--- src/rtl/mem_arb_pkg.sv ---
// Shared types and constants for the two-port memory bus arbiter.
//   owner_t    : which requester owns the response slot of the access in flight
//   WAIT_CNT_W : width of the fetch starvation counter
package mem_arb_pkg;

   localparam int WAIT_CNT_W = 4;

   typedef enum logic [1:0] {
      OWN_NONE = 2'd0,
      OWN_IF   = 2'd1,
      OWN_LS   = 2'd2
   } owner_t;

endpackage

--- src/rtl/mem_arb_starve_ctr.sv ---
// Fetch starvation guard for mem_bus_arbiter.
// Counts consecutive cycles in which fetch requested and was not granted,
// saturating at MAX_WAIT. force_if is high while the count sits at MAX_WAIT,
// which hands the next contended cycle to fetch.
// Ports:
//   clk, rst  : clock, synchronous active-high reset
//   if_req    : fetch request
//   if_gnt    : fetch grant issued this cycle
//   force_if  : fetch must win arbitration this cycle
module mem_arb_starve_ctr #(
   parameter int MAX_WAIT = 4   // legal range 1..15
) (
   input  logic clk,
   input  logic rst,
   input  logic if_req,
   input  logic if_gnt,
   output logic force_if
);
   import mem_arb_pkg::*;

   localparam logic [WAIT_CNT_W-1:0] MAX_WAIT_C = WAIT_CNT_W'(MAX_WAIT);

   logic [WAIT_CNT_W-1:0] wait_cnt_q, wait_cnt_d;

   // Any cycle that is not a denied fetch request (granted, idle, or the
   // request withdrawn early) restarts the count.
   always_comb begin
      wait_cnt_d = '0;
      if (if_req && !if_gnt) begin
         wait_cnt_d = (wait_cnt_q == MAX_WAIT_C) ? wait_cnt_q : wait_cnt_q + 1'b1;
      end
   end

   always_ff @(posedge clk) begin
      if (rst) begin
         wait_cnt_q <= '0;
      end else begin
         wait_cnt_q <= wait_cnt_d;
      end
   end

   assign force_if = (wait_cnt_q == MAX_WAIT_C);

endmodule

--- src/rtl/mem_bus_arbiter.sv ---
// Two-port arbiter sharing one single-port synchronous memory between the
// instruction-fetch (IF) port and the load/store (LS) port. One access per
// cycle; read data is routed back to its owner exactly one cycle after grant.
// LS has priority unless fetch has been denied MAX_WAIT cycles in a row.
// Ports:
//   clk, rst                         : clock, synchronous active-high reset
//   if_req/if_addr -> if_gnt         : fetch request and combinational grant
//   if_rvalid/if_rdata               : fetch response, cycle after grant
//   ls_req/ls_we/ls_addr/ls_wdata/ls_wmask -> ls_gnt : load/store request, grant
//   ls_rvalid/ls_rdata               : load data or store ack (data 0)
//   mem_en/mem_we/mem_addr/mem_wdata/mem_wmask, mem_rdata : memory port
// Optional build macro MEM_ARB_STATS_EN adds free-running 32-bit counters
// stat_if_gnt, stat_ls_gnt (grants per port) and stat_conflict (cycles with
// both requests high).
module mem_bus_arbiter #(
   parameter int ADDR_W   = 32,
   parameter int DATA_W   = 32,   // multiple of 8
   parameter int MAX_WAIT = 4     // legal range 1..15
) (
   input  logic                clk,
   input  logic                rst,
   input  logic                if_req,
   input  logic [ADDR_W-1:0]   if_addr,
   output logic                if_gnt,
   output logic                if_rvalid,
   output logic [DATA_W-1:0]   if_rdata,
   input  logic                ls_req,
   input  logic                ls_we,
   input  logic [ADDR_W-1:0]   ls_addr,
   input  logic [DATA_W-1:0]   ls_wdata,
   input  logic [DATA_W/8-1:0] ls_wmask,
   output logic                ls_gnt,
   output logic                ls_rvalid,
   output logic [DATA_W-1:0]   ls_rdata,
   output logic                mem_en,
   output logic                mem_we,
   output logic [ADDR_W-1:0]   mem_addr,
   output logic [DATA_W-1:0]   mem_wdata,
   output logic [DATA_W/8-1:0] mem_wmask,
   input  logic [DATA_W-1:0]   mem_rdata
`ifdef MEM_ARB_STATS_EN
   ,
   output logic [31:0]         stat_if_gnt,
   output logic [31:0]         stat_ls_gnt,
   output logic [31:0]         stat_conflict
`endif
);
   import mem_arb_pkg::*;

   logic   force_if;
   owner_t owner_q, owner_d;
   logic   store_q, store_d;

   mem_arb_starve_ctr #(
      .MAX_WAIT (MAX_WAIT)
   ) u_starve_ctr (
      .clk      (clk),
      .rst      (rst),
      .if_req   (if_req),
      .if_gnt   (if_gnt),
      .force_if (force_if)
   );

   always_comb begin
      if_gnt = 1'b0;
      ls_gnt = 1'b0;
      if (!rst) begin
         if (if_req && (!ls_req || force_if)) begin
            if_gnt = 1'b1;
         end else if (ls_req) begin
            ls_gnt = 1'b1;
         end
      end
   end

   always_comb begin
      mem_en    = if_gnt | ls_gnt;
      mem_we    = 1'b0;
      mem_addr  = '0;
      mem_wdata = '0;
      mem_wmask = '0;
      if (if_gnt) begin
         mem_addr = if_addr;
      end else if (ls_gnt) begin
         mem_we    = ls_we;
         mem_addr  = ls_addr;
         mem_wdata = ls_wdata;
         mem_wmask = ls_we ? ls_wmask : '0;
      end
   end

   always_comb begin
      owner_d = OWN_NONE;
      if (if_gnt) begin
         owner_d = OWN_IF;
      end else if (ls_gnt) begin
         owner_d = OWN_LS;
      end
      store_d = ls_gnt & ls_we;
   end

   always_ff @(posedge clk) begin
      if (rst) begin
         owner_q <= OWN_NONE;
         store_q <= 1'b0;
      end else begin
         owner_q <= owner_d;
         store_q <= store_d;
      end
   end

   // Responses are also gated by rst so an access granted just before reset
   // never produces an rvalid while reset is asserted.
   always_comb begin
      if_rvalid = 1'b0;
      if_rdata  = '0;
      ls_rvalid = 1'b0;
      ls_rdata  = '0;
      if (!rst) begin
         case (owner_q)
            OWN_IF: begin
               if_rvalid = 1'b1;
               if_rdata  = mem_rdata;
            end
            OWN_LS: begin
               ls_rvalid = 1'b1;
               ls_rdata  = store_q ? '0 : mem_rdata;
            end
            default: ;
         endcase
      end
   end

`ifdef MEM_ARB_STATS_EN
   logic [31:0] stat_if_gnt_q, stat_if_gnt_d;
   logic [31:0] stat_ls_gnt_q, stat_ls_gnt_d;
   logic [31:0] stat_conflict_q, stat_conflict_d;

   always_comb begin
      stat_if_gnt_d   = stat_if_gnt_q + {31'd0, if_gnt};
      stat_ls_gnt_d   = stat_ls_gnt_q + {31'd0, ls_gnt};
      stat_conflict_d = stat_conflict_q + {31'd0, (if_req & ls_req)};
   end

   always_ff @(posedge clk) begin
      if (rst) begin
         stat_if_gnt_q   <= '0;
         stat_ls_gnt_q   <= '0;
         stat_conflict_q <= '0;
      end else begin
         stat_if_gnt_q   <= stat_if_gnt_d;
         stat_ls_gnt_q   <= stat_ls_gnt_d;
         stat_conflict_q <= stat_conflict_d;
      end
   end

   assign stat_if_gnt   = stat_if_gnt_q;
   assign stat_ls_gnt   = stat_ls_gnt_q;
   assign stat_conflict = stat_conflict_q;
`endif

endmodule

--- config.mk ---
export PLATFORM = sky130hd
export DESIGN_NAME = mem_bus_arbiter
export DESIGN_NICKNAME = d
export VERILOG_FILES = /design/src/rtl/mem_arb_pkg.sv /design/src/rtl/mem_arb_starve_ctr.sv /design/src/rtl/mem_bus_arbiter.sv
export SDC_FILE = /design/constraint.sdc
export NUM_CORES = 1
export LEC_CHECK = 0
export CAP_MARGIN = 20
export CORE_AREA = 2 2 106 108
export DETAILED_ROUTE_END_ITERATION = 10
export DIE_AREA = 0 0 108 110
export PLACE_DENSITY = 0.66
export SETUP_SLACK_MARGIN = 0.2
export SLEW_MARGIN = 20
export SYNTH_ARGS = -nofsm -noshare
export SYNTH_HDL_FRONTEND = slang
export SYNTH_SLANG_ARGS = --single-unit
--- constraint.sdc ---
create_clock -name clk -period 2 [get_ports clk]
set_clock_uncertainty 0.1 [all_clocks]
set_input_delay 0.4 -clock clk [delete_from_list [all_inputs] [get_ports clk]]
set_output_delay 0.4 -clock clk [all_outputs]
set_load 0.01 [all_outputs]
---- After elaboration in Yosys (flattened, before gate mapping) ----
Cells that the tools add are included.
storage, ports and cells
  register bits ........................... 7
  word-level logic and storage cells ...... 43
  output and inout bits ................... 138
operators by class
  eq/ne operators ......................... 3
  bitwise logic cells ..................... 3
  reduce and logical (&&, ||, !) cells .... 7
  muxes and demuxes ....................... 25
  add/subtract/negate cells ............... 1
operator list
  operator                                                          number
  32-bit two-way mux                                                9
  1-bit two-way mux                                                 12
  4-bit two-way mux                                                 3
  4-bit by 1-bit adder with 4-bit output (second input constant)    1
  4-bit by 3-bit == test with 1-bit output (second input constant)  1
  2-bit OR reduction                                                2
  2-bit by 1-bit == test with 1-bit output (second input constant)  1
  2-bit == test (second input constant)                             1
  1-bit logical AND                                                 2
  1-bit zero test                                                   2
  2-bit two-way mux                                                 1
  1-bit bitwise AND                                                 1
  1-bit logical OR                                                  1
  1-bit inverter                                                    1
  1-bit OR                                                          1

---- Depth between registers and ports, before layout ----
  depth in word-level cells ............... 9
  depth in mapped cells ................... 6
  mapped depth without buffers ............ 5

---- By module ----
From an unflattened synthesis, not the netlist that was laid out.
unflattened totals
  cell total of the unflattened synthesis .. 268
  area total of the unflattened synthesis .. 1,885.6 µm²
modules (own cells, without submodules)
  module              instances  area each (µm²)  cells each
  mem_bus_arbiter     1          1,671.6          247
  mem_arb_starve_ctr  1          214.0            21

---- Worst setup path after synthesis ----
OpenSTA, ideal clock, no wires.
  path type ............................... reg2out
  from .................................... reg u_starve_ctr.wait_cnt_q[0]
  to ...................................... out mem_wmask[1]
  data required time ...................... 1.500 ns
  slack ................................... -0.095 ns
  arrival ................................. 1.595 ns
  cell stages (with the launch flop) ...... 7
  path through ............................ dfxtp_1 inv_1 ha_1 nor2b_1 a311oi_4 buf_2 and3_1
on the way
  longest elaborated chain between the ends .. 7
RTL lines
  element                                     RTL line                  text
  start: declaration                          mem_arb_starve_ctr.sv:23  logic [WAIT_CNT_W-1:0] wait_cnt_q, wait_cnt_d;
  start signal: assignment                    mem_arb_starve_ctr.sv:38  wait_cnt_q <= wait_cnt_d;
  4-bit by 3-bit == test with 1-bit output *  mem_arb_starve_ctr.sv:42  assign force_if = (wait_cnt_q == MAX_WAIT_C);
  1-bit logical OR *                          mem_bus_arbiter.sv:68     if (if_req && (!ls_req || force_if)) begin
  1-bit logical AND *                         mem_bus_arbiter.sv:68
  1-bit two-way mux                           mem_bus_arbiter.sv:68
  1-bit two-way mux                           mem_bus_arbiter.sv:67     if (!rst) begin
  4-bit two-way mux                           mem_bus_arbiter.sv:84     end else if (ls_gnt) begin
  4-bit two-way mux *                         mem_bus_arbiter.sv:82     if (if_gnt) begin
  end: declaration                            mem_bus_arbiter.sv:39     output logic [DATA_W/8-1:0] mem_wmask,
Mark *: on every way between the ends. The rest lies on a longest branch, timed or not.

---- Worst setup path in the final report ----
  from .................................... reg u_starve_ctr.wait_cnt_q[0]
  to ...................................... out mem_wmask[3]
The elaborated chain is that of the path after synthesis.

==> reports/results.env <==
DRC=0
CLK-INSERTION-DELAY-LATE_NS=0.23
LAYOUT.FILLER_CELLS=947
BUFFER_PORTS.INSERTED=274
CP-END-KIND='primary output'
FIRST_GLOBAL_VIAS=2743
YOSYS_WARNINGS=0
DRT_PASS1_ITERATIONS=4
LAYOUT-DRIVE-GT1-SHARE=0.631
CTS_HOLD_REPAIR.BUFFERS=0
CTS_INSERTED_BUFFERS=3
PLACEMENT_ROWS=38
FLOORPLAN.INITIALDENSITY=0.124
POST_SYNTH_INSTANCE_AREA_UM2=1320
FINAL-INSTANCE-COUNT-EXCL-FILL=661
VIOLATIONS='negative setup slack'
FINAL_MIN_PERIOD_OVER_CLOCK_PERIOD=1.19
PRECTSSETUPSLACK_NS=-0.862
FINAL_DESIGN_AREA_NO_FILL_UM2=5690
DIEWIDTH_UM=108
DETAILEDROUTE.FIRSTITERATIONVIOLATIONS=57
CORE-AREA_UM2=10700
FIN_WS_NS=-0.389
ANTENNA_CELLS=0
MAX_FREQ_MHz=419
HP-CLASS='input pin to flop'
FINAL-SETUP-VIOL-COUNT=117
POSTROUTEANTENNANETS=0
FINALHOLDVIOLCOUNT=0
CLKSINKCOUNT=7
GRT_ANTENNA_BEFORE_REPAIR=0
DP_HPWL_UM=6900
CLOCK_TREE.HTREE_LEVEL_COUNT=1
MAX_SLEW_MARGIN=0.815
FIN_CRIT_NS=2.39
NUM_IO_PINS=275
MAX_SLEW.WORST_PIN.SLEW_NS=0.276
NETLIST_INSTANCES=185
POST_SYNTH_NUM_CELL_TYPES=24
CLOCKBUFFERDEPTH=2
DESIGN.FINAL.NETS=661
SYNTHTOLAYOUTAREAGROWTH_PCT=330
GRT_SETUP_UNREPAIRED='yes'
CP_MAX_FO=5
FINAL-MAX-SLEW-VIOLATION-COUNT=0
POSTSYNTHNETCOUNT=324
WORST_SETUP_PATH_START_KIND='flop'
DETAIL_ROUTE.VIAS_PER_CELL=4.13
VDD.IR_DROP.WORST_mV=0.289
CTS.REPORTEDPATHS.CLKPINSLEW_NS=0.04
DESIGN.DIE.AREA_UM2=11900
DETAILED_PLACE.AREA_UM2=4450
GRT_PASS1_WL_UM=14600
ROOT_BUFFER='clkbuf_8'
DIE_H_UM=110
TIMING.MAX_CAP.VIOLATIONS=0
SYNTH-SEQ-CELLS=7
CTS_TREE='yes'
SYN-MEAN-INSTANCE-AREA_UM2=7.14
WORST-SETUP-PATH-TYPE='flop to primary output'
GLOBALROUTE.TOTALOVERFLOW=0
GR-USAGE-ALL-LAYERS=0.158
YOSYSSEQAREASHARE=0.106
POWER_PER_CELL_AREA_nW_PER_UM2=222
WORST-ENDPOINT-ARRIVAL_NS=1.89
PLACED_CELLS_INCL_TAPS=598
WORSTPATHREQUIRED_NS=1.50
TOTALWIRELENGTH_UM=11200
GP_ROUTABILITY_CONGESTION=0.812
STATUS='finished, violations left'
POWER_LEAKAGE_nW=2.66
VIAS=2732
DETAIL_ROUTE.WL_PER_CELL_UM=17.0
GRT_START_MAX_NET_PINS=19
-- registers in the layout, indices dropped and copies added, names as in the netlist --
signal and count:
owner_q 2, store_q 1, u_starve_ctr.wait_cnt_q 4
-- kinds of logic after synthesis --
kind of cell	count (synthesis)	synth area share
AND/OR/NAND/NOR	119	0.554
flip-flops	7	0.106
buffers and inverters	20	0.0644
AO/OA/AOI/OAI	36	0.249
multiplexers	1	0.00758
adder cells (fa/ha/maj)	2	0.0189
-- per-stage QoR --
stage	setup TNS [ns]	hold WS (ns)	power, W	utilization
2_1_floorplan	-0.756	0.328	0.000361	-
3_3_place_gp	-104.79	0.407	0.000848	0.416
3_5_place_dp	-106.48	0.424	0.000855	0.416
4_1_cts	-28.12	0.275	0.00115	0.457
5_1_grt	-37.03	0.274	0.00132	0.532
6_report	-28.94	0.281	0.00126	0.532
-- worst paths after layout --
kind	endpoint	cells past startpoint	slack [ns]	start
setup / recovery	mem_wmask[3]	9	-0.39	u_starve_ctr.wait_cnt_q[0]$_SDFFE_PP0N_
hold reg to reg	owner_q[1]$_SDFF_PP0_	1	0.50	u_starve_ctr.wait_cnt_q[2]$_SDFFE_PP0N_
setup reg to reg	store_q$_SDFF_PP0_	9	0.26	u_starve_ctr.wait_cnt_q[0]$_SDFFE_PP0N_
hold / removal	owner_q[1]$_SDFF_PP0_	2	0.28	rst
-- layer usage --
metal / up-vias / wire length [µm] / global-route usage
met5: - / 0 / 0
met4: 0 / 210 / 0.0284
met3: 16 / 1000 / 0.0441
met2: 161 / 6130 / 0.323
met1: 1248 / 3860 / 0.158
li1: 1307 / - / -
-- report_power, final --
group / total [W] / switching [W] / internal [W] / leakage, nW
sequential: 0.000147 / 0.00000272 / 0.000145 / 0.0587
clock: 0.000198 / 0.0000598 / 0.000138 / 0.0228
combinational: 0.000919 / 0.000292 / 0.000628 / 2.58
total: 0.00126 / 0.000354 / 0.000910 / 2.66
-- what timing repair did --
action,4_1_cts,5_1_grt
buffers inserted,25,14
pin swaps,29,44
cloned,14,6
resized for setup,627,161
setup endpoints to repair,138,137
-- cells in the mapped netlist (all sizes together) --
cell	count	share of area
nand2b	1	0.0047
dfxtp	7	0.11
a21oi	2	0.010
nand3b	1	0.0057
nor2	3	0.0085
clkbuf	8	0.023
nor2b	1	0.0047
buf	8	0.030
mux2i	1	0.0076
and3	4	0.019
ha	2	0.019
or2	1	0.0047
inv	4	0.011
a311oi	2	0.027
nand3	1	0.0038
nor3b	2	0.011
and2b	1	0.0057
nor3	3	0.011
nor4	1	0.0047
nand2	2	0.0057
a22o	32	0.21
and2	98	0.46
-- worst max-delay path: stages, from the launching register on --
cell      delay, ns
dfxtp_2        0.32
inv_2          0.04
ha_4           0.15
nor2b_4        0.13
a311oi_4       0.32
buf_12         0.18
buf_12         0.13
buf_16         0.12
and3_4         0.18
buf_6          0.10
-- final cells by class --
class	instances	area [µm²]	area share
Multi-Input combinational cell	158	1400	0.247
Clock buffer	4	45.0	0.00792
Inverter	4	15.0	0.00264
Timing Repair Buffer	348	3900	0.686
Tap cell	140	175	0.0308
Sequential cell	7	145	0.0255
-- placed cells by master (no fill, tap or decap), drive strengths merged, types with 2 or more instances in the layout --
master           n
a311oi           2
a21oi            2
nand2            2
and3             4
clkdlybuf4s15    2
and2            98
clkbuf           8
dfxtp            7
nor3b            2
a22o            32
buf            206
clkdlybuf4s50  133
dlygate4sd2      3
nor2             3
nor3             3
ha               2
inv              4
(Power assumes the default switching activity.)
